$ cat src/rtl/cdb_arbiter_pkg.sv
// Shared constants and index helpers for the common data bus arbiter.
package cdb_arbiter_pkg;

  localparam int unsigned DEF_NUM_SRC = 2;
  localparam int unsigned DEF_DATA_W  = 32;
  localparam int unsigned DEF_TAG_W   = 32;

  // Rob tag value meaning "no dependency"; such results are never broadcast.
  localparam int unsigned NO_TAG = 0;

  // (a + b) modulo n, valid for a, b < n.
  function automatic int unsigned wrap_add(input int unsigned a, input int unsigned b,
                                           input int unsigned n);
    int unsigned s;
    s = a + b;
    return (s >= n) ? (s - n) : s;
  endfunction

  // (idx + 1) modulo n.
  function automatic int unsigned wrap_inc(input int unsigned idx, input int unsigned n);
    return wrap_add(idx, 1, n);
  endfunction

endpackage

$ cat src/rtl/cdb_arbiter_rr_picker.sv
// Combinational round-robin picker: first set request at or after i_ptr, wrapping.
module cdb_arbiter_rr_picker
  import cdb_arbiter_pkg::*;
#(
  parameter  int unsigned N  = 2,
  localparam int unsigned IW = $clog2(N)
) (
  input  logic [N-1:0]  i_req,
  input  logic [IW-1:0] i_ptr,
  output logic [N-1:0]  o_grant,
  output logic [IW-1:0] o_idx,
  output logic          o_any
);

  logic [IW-1:0] w_cand;

  // Scan N positions starting at the pointer; the first occupied one wins.
  always_comb begin
    o_grant = '0;
    o_idx   = '0;
    o_any   = 1'b0;
    w_cand  = '0;
    for (int unsigned off = 0; off < N; off++) begin
      w_cand = IW'(wrap_add(32'(i_ptr), off, N));
      if (!o_any && i_req[w_cand]) begin
        o_any           = 1'b1;
        o_idx           = w_cand;
        o_grant[w_cand] = 1'b1;
      end
    end
  end

endmodule

$ cat src/rtl/cdb_arbiter.sv
// Common data bus arbiter: one hold slot per producer, round-robin grant,
// one registered broadcast beat per cycle.
module cdb_arbiter
  import cdb_arbiter_pkg::*;
#(
  parameter  int unsigned NUM_SRC = DEF_NUM_SRC,
  parameter  int unsigned DATA_W  = DEF_DATA_W,
  parameter  int unsigned TAG_W   = DEF_TAG_W,
  localparam int unsigned SRC_W   = $clog2(NUM_SRC),
  localparam int unsigned CNT_W   = $clog2(NUM_SRC + 1)
) (
  input  logic                        clk,
  input  logic                        rst,
  input  logic                        flush,
  input  logic [NUM_SRC-1:0]          req_valid,
  input  logic [NUM_SRC*TAG_W-1:0]    req_tag,
  input  logic [NUM_SRC*DATA_W-1:0]   req_data,
  output logic [NUM_SRC-1:0]          req_ready,
  output logic                        cdb_valid,
  output logic [TAG_W-1:0]            cdb_tag,
  output logic [DATA_W-1:0]           cdb_data,
  output logic [SRC_W-1:0]            cdb_src,
  output logic [CNT_W-1:0]            pending
);

  logic [NUM_SRC-1:0] r_hv;
  logic [TAG_W-1:0]   r_ht [NUM_SRC];
  logic [DATA_W-1:0]  r_hd [NUM_SRC];
  logic [SRC_W-1:0]   r_rr_ptr;

  logic               r_cdb_valid;
  logic [TAG_W-1:0]   r_cdb_tag;
  logic [DATA_W-1:0]  r_cdb_data;
  logic [SRC_W-1:0]   r_cdb_src;

  logic [TAG_W-1:0]   w_req_tag  [NUM_SRC];
  logic [DATA_W-1:0]  w_req_data [NUM_SRC];
  logic [NUM_SRC-1:0] w_grant;
  logic [NUM_SRC-1:0] w_xfer;
  logic [SRC_W-1:0]   w_gnt_idx;
  logic               w_any;
  logic [CNT_W-1:0]   w_pending;

  // Split the flat request buses into per-source fields.
  always_comb begin
    for (int unsigned i = 0; i < NUM_SRC; i++) begin
      w_req_tag[i]  = req_tag[i*TAG_W +: TAG_W];
      w_req_data[i] = req_data[i*DATA_W +: DATA_W];
    end
  end

  cdb_arbiter_rr_picker #(
    .N (NUM_SRC)
  ) u_picker (
    .i_req   (r_hv),
    .i_ptr   (r_rr_ptr),
    .o_grant (w_grant),
    .o_idx   (w_gnt_idx),
    .o_any   (w_any)
  );

  // A slot accepts when empty or draining this cycle; never during reset or flush.
  assign req_ready = (rst || flush) ? '0 : (~r_hv | w_grant);
  assign w_xfer    = req_valid & req_ready;

  // Hold slots: refill on transfer (tag zero leaves the slot empty), clear on grant.
  always_ff @(posedge clk or posedge rst) begin
    if (rst) begin
      r_hv <= '0;
      for (int unsigned i = 0; i < NUM_SRC; i++) begin
        r_ht[i] <= '0;
        r_hd[i] <= '0;
      end
    end else if (flush) begin
      r_hv <= '0;
    end else begin
      for (int unsigned i = 0; i < NUM_SRC; i++) begin
        if (w_xfer[i]) begin
          r_hv[i] <= (w_req_tag[i] != TAG_W'(NO_TAG));
          r_ht[i] <= w_req_tag[i];
          r_hd[i] <= w_req_data[i];
        end else if (w_grant[i]) begin
          r_hv[i] <= 1'b0;
        end
      end
    end
  end

  // Broadcast register and round-robin pointer; idle edges keep the last beat's fields.
  always_ff @(posedge clk or posedge rst) begin
    if (rst) begin
      r_cdb_valid <= 1'b0;
      r_cdb_tag   <= '0;
      r_cdb_data  <= '0;
      r_cdb_src   <= '0;
      r_rr_ptr    <= '0;
    end else if (flush) begin
      r_cdb_valid <= 1'b0;
      r_cdb_tag   <= '0;
      r_cdb_data  <= '0;
      r_cdb_src   <= '0;
      r_rr_ptr    <= '0;
    end else begin
      r_cdb_valid <= w_any;
      if (w_any) begin
        r_cdb_tag  <= r_ht[w_gnt_idx];
        r_cdb_data <= r_hd[w_gnt_idx];
        r_cdb_src  <= w_gnt_idx;
        r_rr_ptr   <= SRC_W'(wrap_inc(32'(w_gnt_idx), NUM_SRC));
      end
    end
  end

  // Occupied slot count.
  always_comb begin
    w_pending = '0;
    for (int unsigned i = 0; i < NUM_SRC; i++) begin
      if (r_hv[i]) w_pending = w_pending + CNT_W'(1);
    end
  end

  assign cdb_valid = r_cdb_valid;
  assign cdb_tag   = r_cdb_tag;
  assign cdb_data  = r_cdb_data;
  assign cdb_src   = r_cdb_src;
  assign pending   = w_pending;

endmodule

$ cat config.mk
export PLATFORM = sky130hd
export DESIGN_NAME = cdb_arbiter
export DESIGN_NICKNAME = d
export VERILOG_FILES = /design/src/rtl/cdb_arbiter_pkg.sv /design/src/rtl/cdb_arbiter_rr_picker.sv /design/src/rtl/cdb_arbiter.sv
export SDC_FILE = /design/constraint.sdc
export NUM_CORES = 1
export LEC_CHECK = 0
export CAP_MARGIN = 40
export CORE_ASPECT_RATIO = 1.2
export CORE_MARGIN = 5
export CORE_UTILIZATION = 45
export DETAILED_ROUTE_END_ITERATION = 8
export GPL_TIMING_DRIVEN = 0
export PLACE_DENSITY = 0.71
export SLEW_MARGIN = 20
export SYNTH_ARGS = -nofsm -noshare
export SYNTH_HDL_FRONTEND = slang
export SYNTH_HIERARCHICAL = 1
export SYNTH_SLANG_ARGS = --single-unit
$ cat constraint.sdc
create_clock -name clk -period 9.55 [get_ports clk]
set_input_delay 1.91 -clock clk [delete_from_list [all_inputs] [get_ports clk]]
set_output_delay 1.91 -clock clk [all_outputs]
set_load 0.01 [all_outputs]
# Yosys cells after proc, flatten, opt, wreduce, memory -nomap -nowiden
# Cells that the tools add are included.
dict set report word_totals {
  elab_cells 83
  reg_bits 197
  output_inout_bits 70
}
dict set report op_classes {
  addsub 6
  reduce_logical 12
  order_cmp 8
  n_mux 40
  bitwise_logic 6
}
# op count
set op_table {}
lappend op_table {{two-way mux 32 bit} 10}
lappend op_table {{nonzero test 32 bit} 2}
lappend op_table {{two-way mux 1 bit} 23}
lappend op_table {{two-way mux 2 bit} 5}
lappend op_table {{greater-or-equal comparator 2 bit (second input constant)} 3}
lappend op_table {{nonzero test 3 bit} 2}
lappend op_table {{adder 1 x 1 -> 2 bit (second input constant)} 2}
lappend op_table {{less-than comparator 1 x 2 -> 1 bit (second input constant)} 2}
lappend op_table {{OR 2 bit} 2}
lappend op_table {{AND reduction 2 bit} 2}
lappend op_table {{logical AND 1 bit} 3}
lappend op_table {{subtractor 1 bit (second input constant)} 3}
lappend op_table {{adder 2 x 1 -> 2 bit (second input constant)} 1}
lappend op_table {{bitwise AND 2 bit} 1}
lappend op_table {{demux 1 bit (select 1 bit)} 2}
lappend op_table {{greater-or-equal comparator 1 bit (second input constant)} 2}
lappend op_table {{greater-or-equal comparator 1 x 2 -> 1 bit (second input constant)} 1}
lappend op_table {{NOT 1 -> 2 bit} 1}
lappend op_table {{NOT 2 bit} 1}
lappend op_table {{nonzero test 2 bit} 1}
lappend op_table {{zero test 1 bit} 1}
lappend op_table {{logical OR 1 bit} 1}
lappend op_table {{NOT 1 bit} 1}

# Depth between registers and ports, before layout
dict set report logic_depth {
  word_depth 14
  mapped_depth 8
  depth_no_buf 6
}

# Modules after synthesis
# The synthesis kept the hierarchy.
# module instances cells_each area_each_um2
set modules_own_cells {}
lappend modules_own_cells {cdb_arbiter 1 601 8653.3}
lappend modules_own_cells {cdb_arbiter_rr_picker 1 5 32.5}

# Least setup slack after synthesis
# Ideal clock, no wire load.
dict set report synth_timing {
  path_type {input -> output}
  startpoint {in flush}
  endpoint {out req_ready[0]}
  path_slack_ps 5396
  cell_stages 2
  t_arrival_ps 2244
  path_cell_list {buf_6 > nor3_4}
}
dict set report synth_via {
  elab_chain_cells 2
}
# element line_no
set synth_lines {}
lappend synth_lines {{start, declared} cdb_arbiter.sv:14} ;# input logic flush,
lappend synth_lines {{logical OR 1 bit} cdb_arbiter.sv:63} ;# assign req_ready = (rst || flush) ? '0 : (~r_hv | w_grant);
lappend synth_lines {{two-way mux 2 bit} cdb_arbiter.sv:63}
lappend synth_lines {{end, declared} cdb_arbiter.sv:18} ;# output logic [NUM_SRC-1:0] req_ready,
# No other way between the ends.

# Worst setup path after layout
dict set report layout_timing {
  startpoint {in rst}
  endpoint {out req_ready[0]}
}
dict set report layout_via {
  elab_chain_cells 2
}
# element line_no
set layout_lines {}
lappend layout_lines {{start, declared} cdb_arbiter.sv:13} ;# input logic rst,
lappend layout_lines {{logical OR 1 bit} cdb_arbiter.sv:63}
lappend layout_lines {{two-way mux 2 bit} cdb_arbiter.sv:63}
# No other way between the ends.

==> impl_summary.log <==
[metrics] number of cells traversed by the worst hold path: 1
[metrics] full die area: approximately 0.022 sq mm
[metrics] leading area contributor after synthesis: dfrtp_1
[metrics] final-layout setup total negative slack: 0 ps
[metrics] clock tree from TritonCTS: built
[metrics] worst hold slack: 510 ps
[metrics] wire length per cell after detailed routing: slightly above 20 um
[metrics] post-synthesis async set-or-reset flop share: 100%
[metrics] status: finished clean
[metrics] post-CTS setup buffers: 0
[metrics] internal reg-to-reg setup slack: roughly 7600 ps
[metrics] largest net degree at the start of global routing: 101
[metrics] die span in x: 137 um
[metrics] vertical extent of the die: 162 um
[metrics] Register-to-Register Path Depth: 6
[metrics] number of cells produced by synthesis: between 600 and 700
[metrics] top flip-flop cell by instance count after synthesis: dfrtp_1
[metrics] share of Yosys cell area claimed by the top area cell type: between 50 and 60%
[metrics] total congestion overflow: 0
[metrics] Num CTS Buffers: 17
[metrics] global routing usage summed across all routing layers: between 20% and 30%
[metrics] netlist area before placement: slightly below 0.009 sq mm
[metrics] required time of the critical path: between 7000 and 8000 ps
[metrics] capturing point of the worst reg2reg path: cdb_data[2]$_DFFE_PP0P_
[metrics] number of buffer cells added on primary ports: approximately 200
[metrics] number of iterations in the first detailed-routing pass: 4
[metrics] Final Hold Viols: 0
[metrics] syn_area_per_cell: ~14 sq um
[metrics] CTS Hold Bufs: 0
[metrics] global-route wire length before repair: between 30000 and 40000 um
[metrics] f_max: about 190 MHz
[metrics] Max Cap Violations: 0
[metrics] Layout Nets: about 960
[metrics] setup repair after global routing missed its margin: no
[metrics] setup violation total in the final timing report: 0
[metrics] post-detailed-routing wire length: approximately 22000 um
[metrics] Multi-input gate area: approximately 0.0034 sq mm
[metrics] antenna violations before repair: 0
[metrics] transition at the pin with the smallest max-transition slack: 692 ps
[metrics] Clock Sink Count: 197
[metrics] layout overhead on the synthesized area: 34.1%
[metrics] per-cell via count in the routed design: approximately 5.2
[metrics] register area share after synthesis: between 50% and 60%
[metrics] antenna violation net count after detailed routing: 0
[metrics] number of global-route vias before repair: 6396
[metrics] count of flip-flops with a built-in enable after synthesis: 0
[metrics] clock-pin slew reported for the worst setup and hold paths after clock tree synthesis: roughly 70 ps
[metrics] Power Dens Cells: roughly 200 mW/mm^2
[metrics] insertion delay to the later sink of the worst-skew pair: about 430 ps
[metrics] WHS Endpoint: r_hd[41]$_DFFE_PP0P_
[metrics] Antenna Diode Count: 0
[metrics] master cell of the clock root buffer: clkbuf_16
[metrics] clock skew: 8.99 ps
[metrics] flop and latch count out of synthesis: 197
[metrics] Commonest cells post-synth: dfrtp_1, mux2_4, nor2_1, mux2i_1, a211oi_1
[metrics] filler instances: roughly 1400
[metrics] fraction of layout instances using a drive strength above 1: between 20% and 30%
[metrics] reg2reg start: r_hv[1]$_DFFE_PP0P_
[metrics] number of gates resized after CTS: 0
[metrics] endpoint type of the worst setup path: output port
[metrics] time the final worst path needs with I/O delays and setup: 5280 ps
[metrics] H-tree depth: 4
[metrics] Yosys warning count: 6
[metrics] category of the most critical setup path: in2out
[metrics] Initial Util: a little under half
[metrics] period utilisation layout: roughly 55%
[metrics] Critical Path AT: approximately 3400 ps
[metrics] main area contributors after synthesis: dfrtp_1, mux2_4, mux2i_1
[metrics] number of pins exceeding their max-slew limit in the final report: 0
[metrics] kind of launch point of the worst setup path: input pin
[metrics] maximum fanout count along the critical path: 3
[metrics] DP Wirelength: 16400 um
[metrics] Clock Path Buffers: 2
[metrics] number of remaining DRC errors: 0
[metrics] relative max-transition margin: 53.9%
[metrics] Cell Rows: 55
[metrics] Ports: 203
[metrics] routability congestion estimate: about 0.85
[metrics] Min-Delay Path Class: reg2reg
[metrics] via count: between 5000 and 6000
[metrics] Core Footprint: 0.0189 sq mm
[metrics] FF+latch area: slightly below 0.005 sq mm
[metrics] most repeated cell in the gate-level netlist after synthesis: dfrtp_1
[metrics] starting DRC count in detailed routing: 256
[metrics] number of distinct library cells after synthesis: 21
[metrics] number of nets in the synthesized netlist: 740
[metrics] Max VDD drop: roughly 0.12 mV
[metrics] total leakage power: between 5 and 6 nW
[metrics] start point of the worst hold path: r_hd[41]$_DFFE_PP0P_
[flip-flops by register name, summed over array words and instances, names as in the netlist]
name       flops
r_rr_ptr       1
cdb_src        1
r_ht          64
cdb_valid      1
cdb_data      32
cdb_tag       32
r_hv           2
r_hd          64
[per-layer routing]
metal	track usage [%]	share of wire [%]	vias up
li1	-	-	2632
met2	34.9	51	179
met4	6.67	2.5	0
met1	26.2	42	2882
met3	4.46	5.3	32
met5	0	0	-
[layout by cell type (no fill, tap or decap)]
cell type	n
a211oi_1	64
a21boi_0	3
buf_1	4
buf_16	1
buf_2	6
buf_4	5
buf_6	13
bufinv_16	3
clkbuf_1	19
clkbuf_16	17
clkbuf_8	1
clkdlybuf4s50_1	201
clkinv_2	1
clkinvlp_4	1
dfrtp_1	197
ha_1	1
inv_1	3
inv_6	5
inv_8	1
mux2_2	30
mux2_4	98
mux2i_1	66
nand2_1	2
nand4_1	4
nor2_1	68
nor2b_1	3
nor3_4	2
nor4_1	16
o2bb2ai_1	2
or2_1	1
[area by class of cell]
| type | count | area share (%) |
|---|---|---|
| timing repair buffer | 202 | 17.5 |
| sequential | 197 | 42.3 |
| clock inverter | 10 | 1.26 |
| tap | 256 | 2.75 |
| multi-input combinational | 360 | 29.6 |
| inverter | 4 | 0.193 |
| buffer | 45 | 2.51 |
| clock buffer | 20 | 3.84 |
[stage by stage]
stage               util [%]  cells  area (sq um)  setup WS (ps)  power, W
CTS                     61.5   1094         11600           4260   0.00241
finish                  61.5   1094         11600           4270   0.00238
global placement        58.2   1063         11000           52.8   0.00165
detailed placement      58.4   1064         11100           4270   0.00167
global route            61.5   1094         11600           4230   0.00250
floorplan                  -    606          8690           2270   0.00143
[worst max-delay path by stage]
stage          start                      end  slack (ps)  cells after the start
2_1_floorplan    rst  cdb_data[0]$_DFFE_PP0P_        2270                      1
3_3_place_gp     rst     r_hd[56]$_DFFE_PP0P_          50                      2
3_5_place_dp     rst             req_ready[0]        4270                      3
4_1_cts          rst             req_ready[0]        4260                      3
5_1_grt          rst             req_ready[1]        4230                      3
6_report         rst             req_ready[0]        4270                      3
[worst max-delay path: stages]
cell and delay (ps):
clkdlybuf4s50_1 590, nor3_4 290, clkdlybuf4s50_1 570
[logic make-up (layout without fill, tap and decap cells)]
logic type / count (synthesis) / in the layout / share of synthesized area (%)
compound gates: 69 / 69 / 5.99
mux: 194 / 194 / 28.4
buf+inv: 49 / 281 / 3.54
fa+ha+maj: 1 / 1 / 0.144
simple gates: 96 / 96 / 5.13
flops: 197 / 197 / 56.8
[report_power, final]
part           total [W]  switching (W)  internal, W  leakage, nW
combinational   0.000556       0.000216     0.000340         2.39
clock           0.000733       0.000312     0.000421        0.288
sequential       0.00110      0.0000979     0.000998         2.43
total            0.00238       0.000626      0.00176         5.11
(Power assumes the default switching activity.)
